## src/rtl/pll_sup_pkg.sv

```systemverilog
// Shared state encoding, counter widths and width helper for the PLL lock supervisor.
package pll_sup_pkg;

  typedef enum logic [2:0] {
    ST_PWRDN,
    ST_WAIT_LOCK,
    ST_STABLE,
    ST_RUN,
    ST_FAULT
  } pll_state_e;

  localparam int LOSS_CNT_W  = 8;
  localparam int RETRY_CNT_W = 4;

  function automatic int clog2(input int value);
    int width;
    width = 0;
    while ((1 << width) < value) width = width + 1;
    return width;
  endfunction

endpackage

```

## src/rtl/sync_2ff.sv

```systemverilog
// Two-flop synchronizer for a single asynchronous level; output is 0 while in reset.
module sync_2ff (
  input  logic clk,
  input  logic rst_n,
  input  logic d,
  output logic q
);

  logic meta;

  always_ff @(posedge clk or negedge rst_n) begin
    if (!rst_n) begin
      meta <= 1'b0;
      q    <= 1'b0;
    end else begin
      meta <= d;
      q    <= meta;
    end
  end

endmodule

```

## src/rtl/pll_lock_supervisor.sv

```systemverilog
// PLL power-up sequencer: lock timeout, stability qualification, bounded retries, fault latch.
// Build option LOCK_DEGLITCH_EN: in RUN, only DEGLITCH_CYCLES consecutive unlocked cycles count as loss.
module pll_lock_supervisor
  import pll_sup_pkg::*;
#(
  parameter int PWRDN_CYCLES    = 16,
  parameter int LOCK_TIMEOUT    = 65535,
  parameter int STABLE_CYCLES   = 1024,
  parameter int MAX_RETRIES     = 3,
  parameter int DEGLITCH_CYCLES = 4
) (
  input  logic                   CLK,
  input  logic                   RESET_N,
  input  logic                   ENABLE,
  input  logic                   CLEAR_FAULT,
  input  logic                   PLL_LOCK,
  output logic                   PLL_POWERDOWN_N,
  output logic                   FABRIC_RESET_N,
  output logic                   READY,
  output logic                   FAULT,
  output logic [RETRY_CNT_W-1:0] RETRY_CNT,
  output logic [LOSS_CNT_W-1:0]  LOSS_CNT
);

  localparam int MAX_A   = (PWRDN_CYCLES > LOCK_TIMEOUT) ? PWRDN_CYCLES : LOCK_TIMEOUT;
  localparam int MAX_B   = (STABLE_CYCLES > DEGLITCH_CYCLES) ? STABLE_CYCLES : DEGLITCH_CYCLES;
  localparam int MAX_P   = (MAX_A > MAX_B) ? MAX_A : MAX_B;
  localparam int TIMER_W = clog2(MAX_P + 1);

  localparam logic [TIMER_W-1:0]     PWRDN_LAST   = TIMER_W'(PWRDN_CYCLES - 1);
  localparam logic [TIMER_W-1:0]     TIMEOUT_LAST = TIMER_W'(LOCK_TIMEOUT);
  localparam logic [TIMER_W-1:0]     STABLE_LAST  = TIMER_W'(STABLE_CYCLES - 1);
  localparam logic [RETRY_CNT_W-1:0] RETRY_LIMIT  = RETRY_CNT_W'(MAX_RETRIES);

  function automatic logic [LOSS_CNT_W-1:0] sat_inc(input logic [LOSS_CNT_W-1:0] v);
    return (&v) ? v : v + LOSS_CNT_W'(1);
  endfunction

  pll_state_e             state_q, state_nxt;
  logic [TIMER_W-1:0]     timer_q, timer_nxt;
  logic [RETRY_CNT_W-1:0] retry_q, retry_nxt;
  logic [LOSS_CNT_W-1:0]  loss_q, loss_nxt;
  logic                   lock_s;
  logic                   fail;
  logic                   loss_evt;

`ifdef LOCK_DEGLITCH_EN
  localparam int              DG_W    = clog2(DEGLITCH_CYCLES + 1);
  localparam logic [DG_W-1:0] DG_LAST = DG_W'(DEGLITCH_CYCLES - 1);
  logic [DG_W-1:0] dg_q, dg_nxt;
`endif

  sync_2ff u_lock_sync (
    .clk   (CLK),
    .rst_n (RESET_N),
    .d     (PLL_LOCK),
    .q     (lock_s)
  );

  always_ff @(posedge CLK or negedge RESET_N) begin
    if (!RESET_N) state_q <= ST_PWRDN;
    else          state_q <= state_nxt;
  end

  always_comb begin
    state_nxt = state_q;
    timer_nxt = timer_q + TIMER_W'(1);
    retry_nxt = retry_q;
    loss_nxt  = loss_q;
    fail      = 1'b0;
    loss_evt  = 1'b0;
`ifdef LOCK_DEGLITCH_EN
    dg_nxt    = '0;
`endif
    case (state_q)
      ST_PWRDN:
        if (timer_q == PWRDN_LAST) state_nxt = ST_WAIT_LOCK;
      ST_WAIT_LOCK: begin
        if (lock_s) state_nxt = ST_STABLE;
        else if (timer_q == TIMEOUT_LAST) fail = 1'b1;
      end
      ST_STABLE: begin
        if (!lock_s) fail = 1'b1;
        else if (timer_q == STABLE_LAST) state_nxt = ST_RUN;
      end
      ST_RUN: begin
`ifdef LOCK_DEGLITCH_EN
        if (!lock_s) begin
          if (dg_q == DG_LAST) loss_evt = 1'b1;
          else                 dg_nxt   = dg_q + DG_W'(1);
        end
`else
        loss_evt = !lock_s;
`endif
      end
      ST_FAULT:
        if (CLEAR_FAULT) begin
          state_nxt = ST_PWRDN;
          retry_nxt = '0;
        end
      default: state_nxt = ST_PWRDN;
    endcase

    // Event priority: disable overrides loss/fail, which override timer expiry.
    if (fail) begin
      retry_nxt = retry_q + RETRY_CNT_W'(1);
      state_nxt = (retry_nxt == RETRY_LIMIT) ? ST_FAULT : ST_PWRDN;
    end
    if (loss_evt) begin
      loss_nxt  = sat_inc(loss_q);
      retry_nxt = '0;
      state_nxt = ST_PWRDN;
    end
    if (!ENABLE && state_q != ST_FAULT) begin
      state_nxt = ST_PWRDN;
      retry_nxt = '0;
      loss_nxt  = loss_q;
`ifdef LOCK_DEGLITCH_EN
      dg_nxt    = '0;
`endif
    end

    if (state_nxt != state_q || state_q == ST_RUN || state_q == ST_FAULT || !ENABLE)
      timer_nxt = '0;
  end

  always_ff @(posedge CLK or negedge RESET_N) begin
    if (!RESET_N) begin
      timer_q         <= '0;
      retry_q         <= '0;
      loss_q          <= '0;
      PLL_POWERDOWN_N <= 1'b0;
      FABRIC_RESET_N  <= 1'b0;
      READY           <= 1'b0;
      FAULT           <= 1'b0;
    end else begin
      timer_q         <= timer_nxt;
      retry_q         <= retry_nxt;
      loss_q          <= loss_nxt;
      PLL_POWERDOWN_N <= (state_nxt == ST_WAIT_LOCK) || (state_nxt == ST_STABLE) ||
                         (state_nxt == ST_RUN);
      FABRIC_RESET_N  <= (state_nxt == ST_RUN);
      READY           <= (state_nxt == ST_RUN);
      FAULT           <= (state_nxt == ST_FAULT);
    end
  end

`ifdef LOCK_DEGLITCH_EN
  always_ff @(posedge CLK or negedge RESET_N) begin
    if (!RESET_N) dg_q <= '0;
    else          dg_q <= dg_nxt;
  end
`endif

  assign RETRY_CNT = retry_q;
  assign LOSS_CNT  = loss_q;

endmodule

```

## config.mk

```make
export PLATFORM = sky130hd
export DESIGN_NAME = pll_lock_supervisor
export DESIGN_NICKNAME = d
export VERILOG_FILES = /design/src/rtl/pll_sup_pkg.sv /design/src/rtl/sync_2ff.sv /design/src/rtl/pll_lock_supervisor.sv
export SDC_FILE = /design/constraint.sdc
export NUM_CORES = 1
export LEC_CHECK = 0
export BUFFER_PORTS_ARGS = -buffer_cell sky130_fd_sc_hd__buf_2
export CAP_MARGIN = 20
export CORE_MARGIN = 2
export CORE_UTILIZATION = 52
export DETAILED_ROUTE_END_ITERATION = 7
export GPL_TIMING_DRIVEN = 0
export PLACE_DENSITY_LB_ADDON = 0.12
export SETUP_SLACK_MARGIN = 0.3
export SLEW_MARGIN = 10
export SYNTH_ARGS = -nofsm -noshare
export SYNTH_HDL_FRONTEND = slang
export SYNTH_SLANG_ARGS = --single-unit
export TNS_END_PERCENT = 100
```

## constraint.sdc

```tcl
create_clock -name CLK -period 1.8 [get_ports CLK]
set_input_delay 0.27 -clock CLK [delete_from_list [all_inputs] [get_ports CLK]]
set_output_delay 0.27 -clock CLK [all_outputs]
set_load 0.01 [all_outputs]
```

==> results of run 1 <==
-- cell type report --
class / instances / area share [%]
tap: 48 / 2.37
sequential: 36 / 35.7
buffer: 5 / 2.08
multi-input combinational: 134 / 41.7
timing repair buffer: 50 / 13.3
inverter: 7 / 1.04
clock buffer: 7 / 3.80
-- worst register-to-register path: cells and delay by family (launching register included) --
kind / cells / cell delay, ns
compound gates: 3 / 0.67
simple gates: 2 / 0.60
flops: 1 / 0.39
buf+inv: 1 / 0.19
-- synthesized netlist by cell type, types with 2 or more instances --
cell	n
or4_1	2
xnor2_1	12
o221ai_1	2
xor2_1	11
ha_1	4
nor2_1	13
nand4_1	6
and4_2	3
nand3_1	7
a31oi_1	3
o22ai_1	2
buf_2	3
nand2_1	16
inv_1	6
dfrtp_1	36
nor3_1	4
and4_1	3
or2_1	2
and3_1	4
nor2_2	11
o21ai_1	3
nor2b_1	3
-- cells in the final DEF (no fill, tap or decap), drive strengths merged, types with 4 or more instances in the layout --
master	instances
clkbuf	7
buf	55
nand2	16
dfrtp	36
nand4	6
ha	4
and3	4
nor2	24
inv	6
xnor2	12
a31oi	4
nand3	8
nor3	4
xor2	11
o21ai	5
and4	6
-- flip-flops by register name, summed over array words and instances (netlist names) --
| signal | flops |
|---|---|
| timer_q | 16 |
| u_lock_sync.q | 1 |
| LOSS_CNT | 8 |
| state_q | 3 |
| RETRY_CNT | 4 |
| READY | 1 |
| PLL_POWERDOWN_N | 1 |
| FAULT | 1 |
| u_lock_sync.meta | 1 |
-- layer usage --
metal,track usage [%],vias to the layer above
li1,-,748
met1,31.9,763
met2,34.0,43
met3,5.21,9
met4,6.91,0
met5,0,-
-- logic make-up (layout without fill, tap and decap cells) --
group | Yosys count | after routing | synth area share (%)
simple gates | 82 | 82 | 25.0
fa+ha+maj | 4 | 4 | 2.61
compound gates | 24 | 24 | 10.9
xor+xnor | 23 | 23 | 10.5
flops | 36 | 36 | 47.1
buf+inv | 12 | 69 | 3.33
mux | 1 | 1 | 0.588
-- repair_timing --
item / CTS / global route
hold buffers: 0 / 0
gates resized for setup: 21 / 5
setup endpoints to repair: 32 / 33
pin swaps: 9 / 9
setup buffers: 24 / 6
-- worst max-delay path by stage --
stage                      from           to  slack (ns)  cells past startpoint
floorplan           timer_q[12]  timer_q[10]       -0.06                      6
global placement    timer_q[12]   timer_q[7]       -0.22                      6
detailed placement  timer_q[12]   timer_q[7]       -0.24                      6
CTS                 timer_q[12]   timer_q[7]       -0.18                      6
global route         state_q[1]   timer_q[7]       -0.29                      7
finish              timer_q[12]   timer_q[7]       -0.18                      6
-- per-stage QoR --
stage	worst slack (ns)	hold slack [ns]	power (uW)	setup TNS, ns	cell area [um^2]
after floorplan	-0.0638	-0.0256	873	-0.632	1940
after global placement	-0.218	0.333	900	-2.65	2100
after detailed placement	-0.236	0.338	902	-3.00	2100
after CTS	-0.176	0.0916	1520	-2.40	2470
after global routing	-0.291	0.0862	1570	-4.53	2530
final	-0.184	0.0542	1500	-2.47	2530
-- where the power goes --
part           switching [uW]  internal [uW]  total [uW]
Sequential               7.31            817         824
Clock                     261            340         601
Combinational            46.3           31.3        77.6
Total                     315           1190        1500
==> Flow_metrics.wiki, run 1 <==
{| class="wikitable"
! Metric !! Value
|-
| Starting Density || between 50% and 60%
|-
| Unrepaired setup endpoints after global routing || yes
|-
| Transition at the pin with the smallest max-transition slack || about 0.78 ns
|-
| Leak Pwr || roughly 0.0012 uW
|-
| Time the worst path needs with I/O delays and setup || 1.98 ns
|-
| Global-route wire length before repair || between 7000 and 8000 um
|-
| Cell type with the largest total area after synthesis || dfrtp_1
|-
| Final net count || about 250
|-
| Highest routed layer || met4
|-
| Synth unique cells || 48
|-
| Violations in the final reports || setup timing
|-
| Number of warnings printed during yosys synthesis || 0
|-
| Category of the critical setup timing path || register to register
|-
| Number of nets in the synthesized netlist || between 150 and 200
|-
| Core Box Area || approximately 3600 um^2
|-
| Class of the tightest hold or removal check || primary input to asynchronous set/reset pin
|-
| Pin count of the biggest net entering global routing || 37
|-
| Data required, critical path || about 2 ns
|-
| Buffers & Inverters on Critical Path || 1
|-
| Total count of hold-check failures in the final report || 0
|-
| Wirelength per Cell || around 15 um
|-
| Outcome || finished, violations left
|-
| Maximum net fanout on the critical path || 10
|-
| Deepest clock path buffer count || 2
|-
| H-tree levels || 2
|-
| Endpoint of the most critical register-to-register path || timer_q[7]
|-
| Cell Pwr Density || roughly 600 nW/um^2
|-
| Ratio of final minimum period to clock period || 110%
|-
| Clock insertion delay at the later pin of the skew report || between 0.2 and 0.3 ns
|-
| Clock sink count || 36
|-
| Count of placed standard cells in the final layout, fillers left out || roughly 290
|-
| Reg clk slew, reported paths || 0.07 ns
|-
| Antenna diode count || 0
|-
| Total placed cells including tap cells || 250
|-
| Register Area || just over 900 um^2
|-
| Ports || 21
|-
| Count of port buffers added during placement || 20
|-
| Number of DRC markers after the initial detailed-route iteration || between 60 and 70
|-
| Arrival time reported for the critical path endpoint || around 2.2 ns
|-
| Half-perimeter wire length after detailed placement || approximately 2700 um
|-
| Router iterations before antenna repair || 4
|-
| Remaining antenna violation count || 0
|-
| Slowest Stage Delay on Critical Path || about 0.55 ns
|-
| Share of the core filled with cells in the final layout || between 70 and 80%
|-
| Largest delay share family, worst path || compound AO/OA/AOI/OAI gates
|-
| Final routed wirelength across all metal layers || 4350 um
|-
| Clock root buffer || clkbuf_8
|-
| Most area-consuming cells after synthesis || dfrtp_1, xnor2_1, xor2_1, nor2_2, nand2_1
|-
| PnR worst setup slack || -0.184 ns
|-
| Clock Skew || a little under 0.006 ns
|-
| TritonCTS buffer count || 5
|-
| Count of endpoints failing setup in the final report || 18
|-
| Ratio of cells with drive above 1 in the final layout || about 43%
|-
| Number of enable-type register cells in the synthesized netlist || 0
|-
| Vias per cell || 5.45
|-
| Area taken by multi-input logic gates || about 1100 um^2
|-
| Max transition margin || 47.9%
|-
| Remaining global-route overflow || 0
|-
| Number of cell instances on the worst register-to-register path || 6
|-
| Total of fill cells in the finished design || between 200 and 300
|-
| Overall via count from detail_route || ~1600
|-
| Final Slew Violations || 0
|-
| Endpoint class of the critical path || register
|-
| Slowest CP cell || or4_4
|-
| Area share of the largest cell type after synthesis || ~47%
|-
| Remaining routing DRC violations || 0
|-
| Startpoint class of the critical path || register
|-
| Wire length on met2 || 2130 um
|-
| Area Growth Syn to Fin || 32.3%
|-
| Setup slack, reg-to-reg || -0.18 ns
|-
| Routed metal-1 wirelength || between 1500 and 2000 um
|-
| Number of antenna violations at the first check in global routing || 0
|-
| Maximum clock frequency || between 500 and 600 MHz
|-
| Synth Area per Inst || 10.5 um^2
|-
| Post-Synthesis Cells || approximately 180
|-
| CTS tree || yes
|-
| Global-route total usage across every layer || between 20 and 25%
|-
| Worst IR drop on VDD || around 0.00058 V
|-
| Syn Std Cell Area || 1910 um^2
|-
| Share of synthesized area occupied by flip-flops and latches || between 40% and 50%
|-
| Ordered list of cells on the worst path || or4_4, o41ai_4, o31ai_4, o21ai_4, buf_8, nor2_2
|-
| DIE HEIGHT || about 65 um
|-
| Number of global-route vias before repair || 1505
|-
| Horiz. Die Dim || roughly 65 um
|-
| Dominant register cell in the synthesized netlist || dfrtp_1
|-
| # Max-Cap Violations || 0
|-
| Die Area || between 4000 and 5000 um^2
|-
| Post-synth ARST share || 100%
|-
| Crit Reg-Reg Startpoint || timer_q[12]
|-
| Flops & latches, synth || 36
|-
| Detailed-routed wire length on met3 || ~250 um
|-
| Final weighted congestion in routability-driven placement || 0.893
|-
| Standard-cell rows || 22
|}
(Power assumes the default switching activity.)
==> run 2, diff against run 1 <==
--- a/config.mk
+++ b/config.mk
@@ -12,7 +12,7 @@
 export DETAILED_ROUTE_END_ITERATION = 7
 export GPL_TIMING_DRIVEN = 0
 export PLACE_DENSITY_LB_ADDON = 0.12
-export SETUP_SLACK_MARGIN = 0.3
+export SETUP_SLACK_MARGIN = 0.02
 export SLEW_MARGIN = 10
 export SYNTH_ARGS = -nofsm -noshare
 export SYNTH_HDL_FRONTEND = slang
==> Flow_metrics.wiki, run 2 (synthesis gave the netlist of run 1 again) <==
{| class="wikitable"
! Metric !! Value
|-
| Half-perimeter wire length after detailed placement || 2530 um (-6.2%)
|-
| Clock root buffer || clkbuf_8
|-
| Final weighted congestion in routability-driven placement || 0.886 (-0.84%)
|-
| PnR worst setup slack || -0.180 ns (+0.00450 ns)
|-
| CTS tree || yes
|-
| Maximum net fanout on the critical path || 10 (unchanged)
|-
| Minimum setup slack after placement || -0.243 ns (-0.00709 ns)
|-
| Core Box Area || 3610 um^2 (unchanged)
|-
| Overall via count from detail_route || 1514 (-3.1%)
|-
| Standard-cell rows || 22 (unchanged)
|-
| Ratio of cells with drive above 1 in the final layout || 36.0% (-6.7 points)
|-
| Count of port buffers added during placement || 20 (unchanged)
|-
| Category of the critical setup timing path || register to register
|-
| Transition at the pin with the smallest max-transition slack || 0.793 ns (+0.0117 ns)
|-
| Remaining antenna violation count || 0 (unchanged)
|-
| Arrival time reported for the critical path endpoint || 2.16 ns (about the same)
|-
| CP startpoint || timer_q[12]
|-
| Global-route wire length before repair || 6600 um (-6.9%)
|-
| Die Area || 4180 um^2 (unchanged)
|-
| TritonCTS buffer count || 5 (unchanged)
|-
| Area Growth Syn to Fin || 26.2%
|-
| Number of antenna violations at the first check in global routing || 0 (unchanged)
|-
| Remaining routing DRC violations || 0 (unchanged)
|-
| Count of endpoints failing setup in the final report || 18 (unchanged)
|-
| Total power consumption of the routed design || 1670 uW (+11%)
|-
| Deepest clock path buffer count || 2 (unchanged)
|-
| Clock Skew || 0.00567 ns (-0.000141 ns)
|-
| Ratio of final minimum period to clock period || 110% (-0.25 points)
|-
| Max transition margin || 47.1% (-0.78 points)
|-
| Router iterations before antenna repair || 4 (unchanged)
|-
| Worst hold-check slack || 0.0628 ns (+0.00852 ns)
|-
| Top library cells by usage in the layout, fill and taps aside || dfrtp_1, buf_2, buf_4, nand2_1, nor2_1
|-
| Violations in the final reports || setup timing
|-
| Max FFs per register || 16 (unchanged)
|-
| Global-route total usage across every layer || 21.1% (-1.3 points)
|-
| Total count of hold-check failures in the final report || 0 (unchanged)
|-
| Reg with most FFs || timer_q
|-
| Endpoint class of the critical path || register
|-
| Pin count of the biggest net entering global routing || 37 (unchanged)
|-
| Reg clk slew, reported paths || 0.07 ns (about the same)
|-
| Clock sink count || 36 (unchanged)
|-
| Total placed cells including tap cells || 250 (unchanged)
|-
| Class of the tightest hold or removal check || primary input to asynchronous set/reset pin
|-
| Count of placed standard cells in the final layout, fillers left out || 273 (-4.9%)
|-
| Wirelength per Cell || 14.2 um (-6.5%)
|-
| Vias per cell || 5.55 (+1.8%)
|-
| Number of global-route vias before repair || 1401 (-6.9%)
|-
| Final net count || 233 (-6.0%)
|-
| Worst IR drop on VDD || 0.000504 V (-13%)
|-
| DIE HEIGHT || 64.7 um (unchanged)
|-
| Total of fill cells in the finished design || 276 (+3.0%)
|-
| Clock insertion delay at the later pin of the skew report || 0.29 ns (about the same)
|-
| Setup TNS Final || -2.52 ns (-0.0551 ns)
|-
| Maximum clock frequency || 505 MHz (+0.23%)
|-
| Unrepaired setup endpoints after global routing || yes
|-
| Horiz. Die Dim || 64.7 um (unchanged)
|-
| Number of DRC markers after the initial detailed-route iteration || 112 (+78%)
|-
| Antenna diode count || 0 (unchanged)
|-
| Final routed wirelength across all metal layers || 3870 um (-11%)
|-
| Crit Reg-Reg Startpoint || timer_q[12]
|-
| Ports || 21 (unchanged)
|-
| Startpoint class of the critical path || register
|-
| # Max-Cap Violations || 0 (unchanged)
|-
| Outcome || finished, violations left
|-
| Remaining global-route overflow || 0 (unchanged)
|-
| Time the worst path needs with I/O delays and setup || 1.98 ns (-0.00450 ns)
|-
| Final Slew Violations || 0 (unchanged)
|-
| Cell Pwr Density || 693 nW/um^2 (+17%)
|-
| Leak Pwr || 0.00110 uW (-6.2%)
|-
| Most frequent standard cell in the layout excluding fill and tap cells || dfrtp_1
|-
| Hold-fix buffer count after cts || 0 (unchanged)
|-
| Data required, critical path || 1.98 ns (about the same)
|-
| H-tree levels || 2 (unchanged)
|-
| Starting Density || 53.1% (unchanged)
|}
==> run 2: critical path, cell delays in order, from the launching register on <==
cell and delay [ns]:
dfrtp_1 0.39, or4_4 0.55, o41ai_4 0.31, o31ai_4 0.15, o21ai_4 0.24, buf_8 0.18
nor2_2 0.05
==> run 2: worst paths after layout <==
kind                                          to  slack, ns  cells after the start
worst max-delay path                 timer_q[12]      -0.18                      6
worst min-delay path                RETRY_CNT[3]       0.06                      1
worst max register to register       timer_q[12]      -0.18                      6
worst min register to register     u_lock_sync.q       0.36                      0
max in group asynchronous            timer_q[10]       1.18                      1
min in group CLK                u_lock_sync.meta       0.09                      1
==> run 2: per-layer routing <==
| metal | GRT usage, % | share of wire, % | routed length (um) |
|---|---|---|---|
| met5 | 0 | 0 | 0 |
| met4 | 9.31 | 1.5 | 60 |
| met3 | 5.73 | 4.3 | 166 |
| met2 | 33.2 | 49 | 1890 |
| met1 | 27.3 | 45 | 1750 |
==> run 2: metrics by stage <==
| stage | utilization [%] | cell area (um^2) |
|---|---|---|
| 3_5_place_dp | 57.5 | 2070 |
| 3_3_place_gp | 57.5 | 2070 |
| 4_1_cts | 65.8 | 2370 |
| 5_1_grt | 67.0 | 2420 |
| 6_report | 67.0 | 2420 |
| 2_1_floorplan | - | 1910 |
==> run 2: layout make-up <==
| cell class | count | area [um^2] | share of cell area, % |
|---|---|---|---|
| clock buffers | 7 | 96.3 | 3.99 |
| plain buffers | 5 | 52.6 | 2.18 |
| flip-flops and latches | 36 | 903 | 37.4 |
| multi-input cells | 134 | 1030 | 42.7 |
| well taps | 48 | 60.1 | 2.49 |
| repair buffers | 35 | 216 | 8.96 |
| clock inverters | 1 | 30.0 | 1.24 |
| inverters | 7 | 26.3 | 1.09 |
==> run 2: report_power, final <==
| group | total (uW) | internal [uW] | switching, uW |
|---|---|---|---|
| clock network | 775 | 489 | 286 |
| registers | 825 | 816 | 8.82 |
| logic | 74.4 | 28.9 | 45.6 |
==> run 2: repair_timing <==
item                       in CTS  in global routing
pin swaps                       4                  1
setup endpoints to repair      29                 19
buffers inserted               11                  4
resized for setup              18                  4
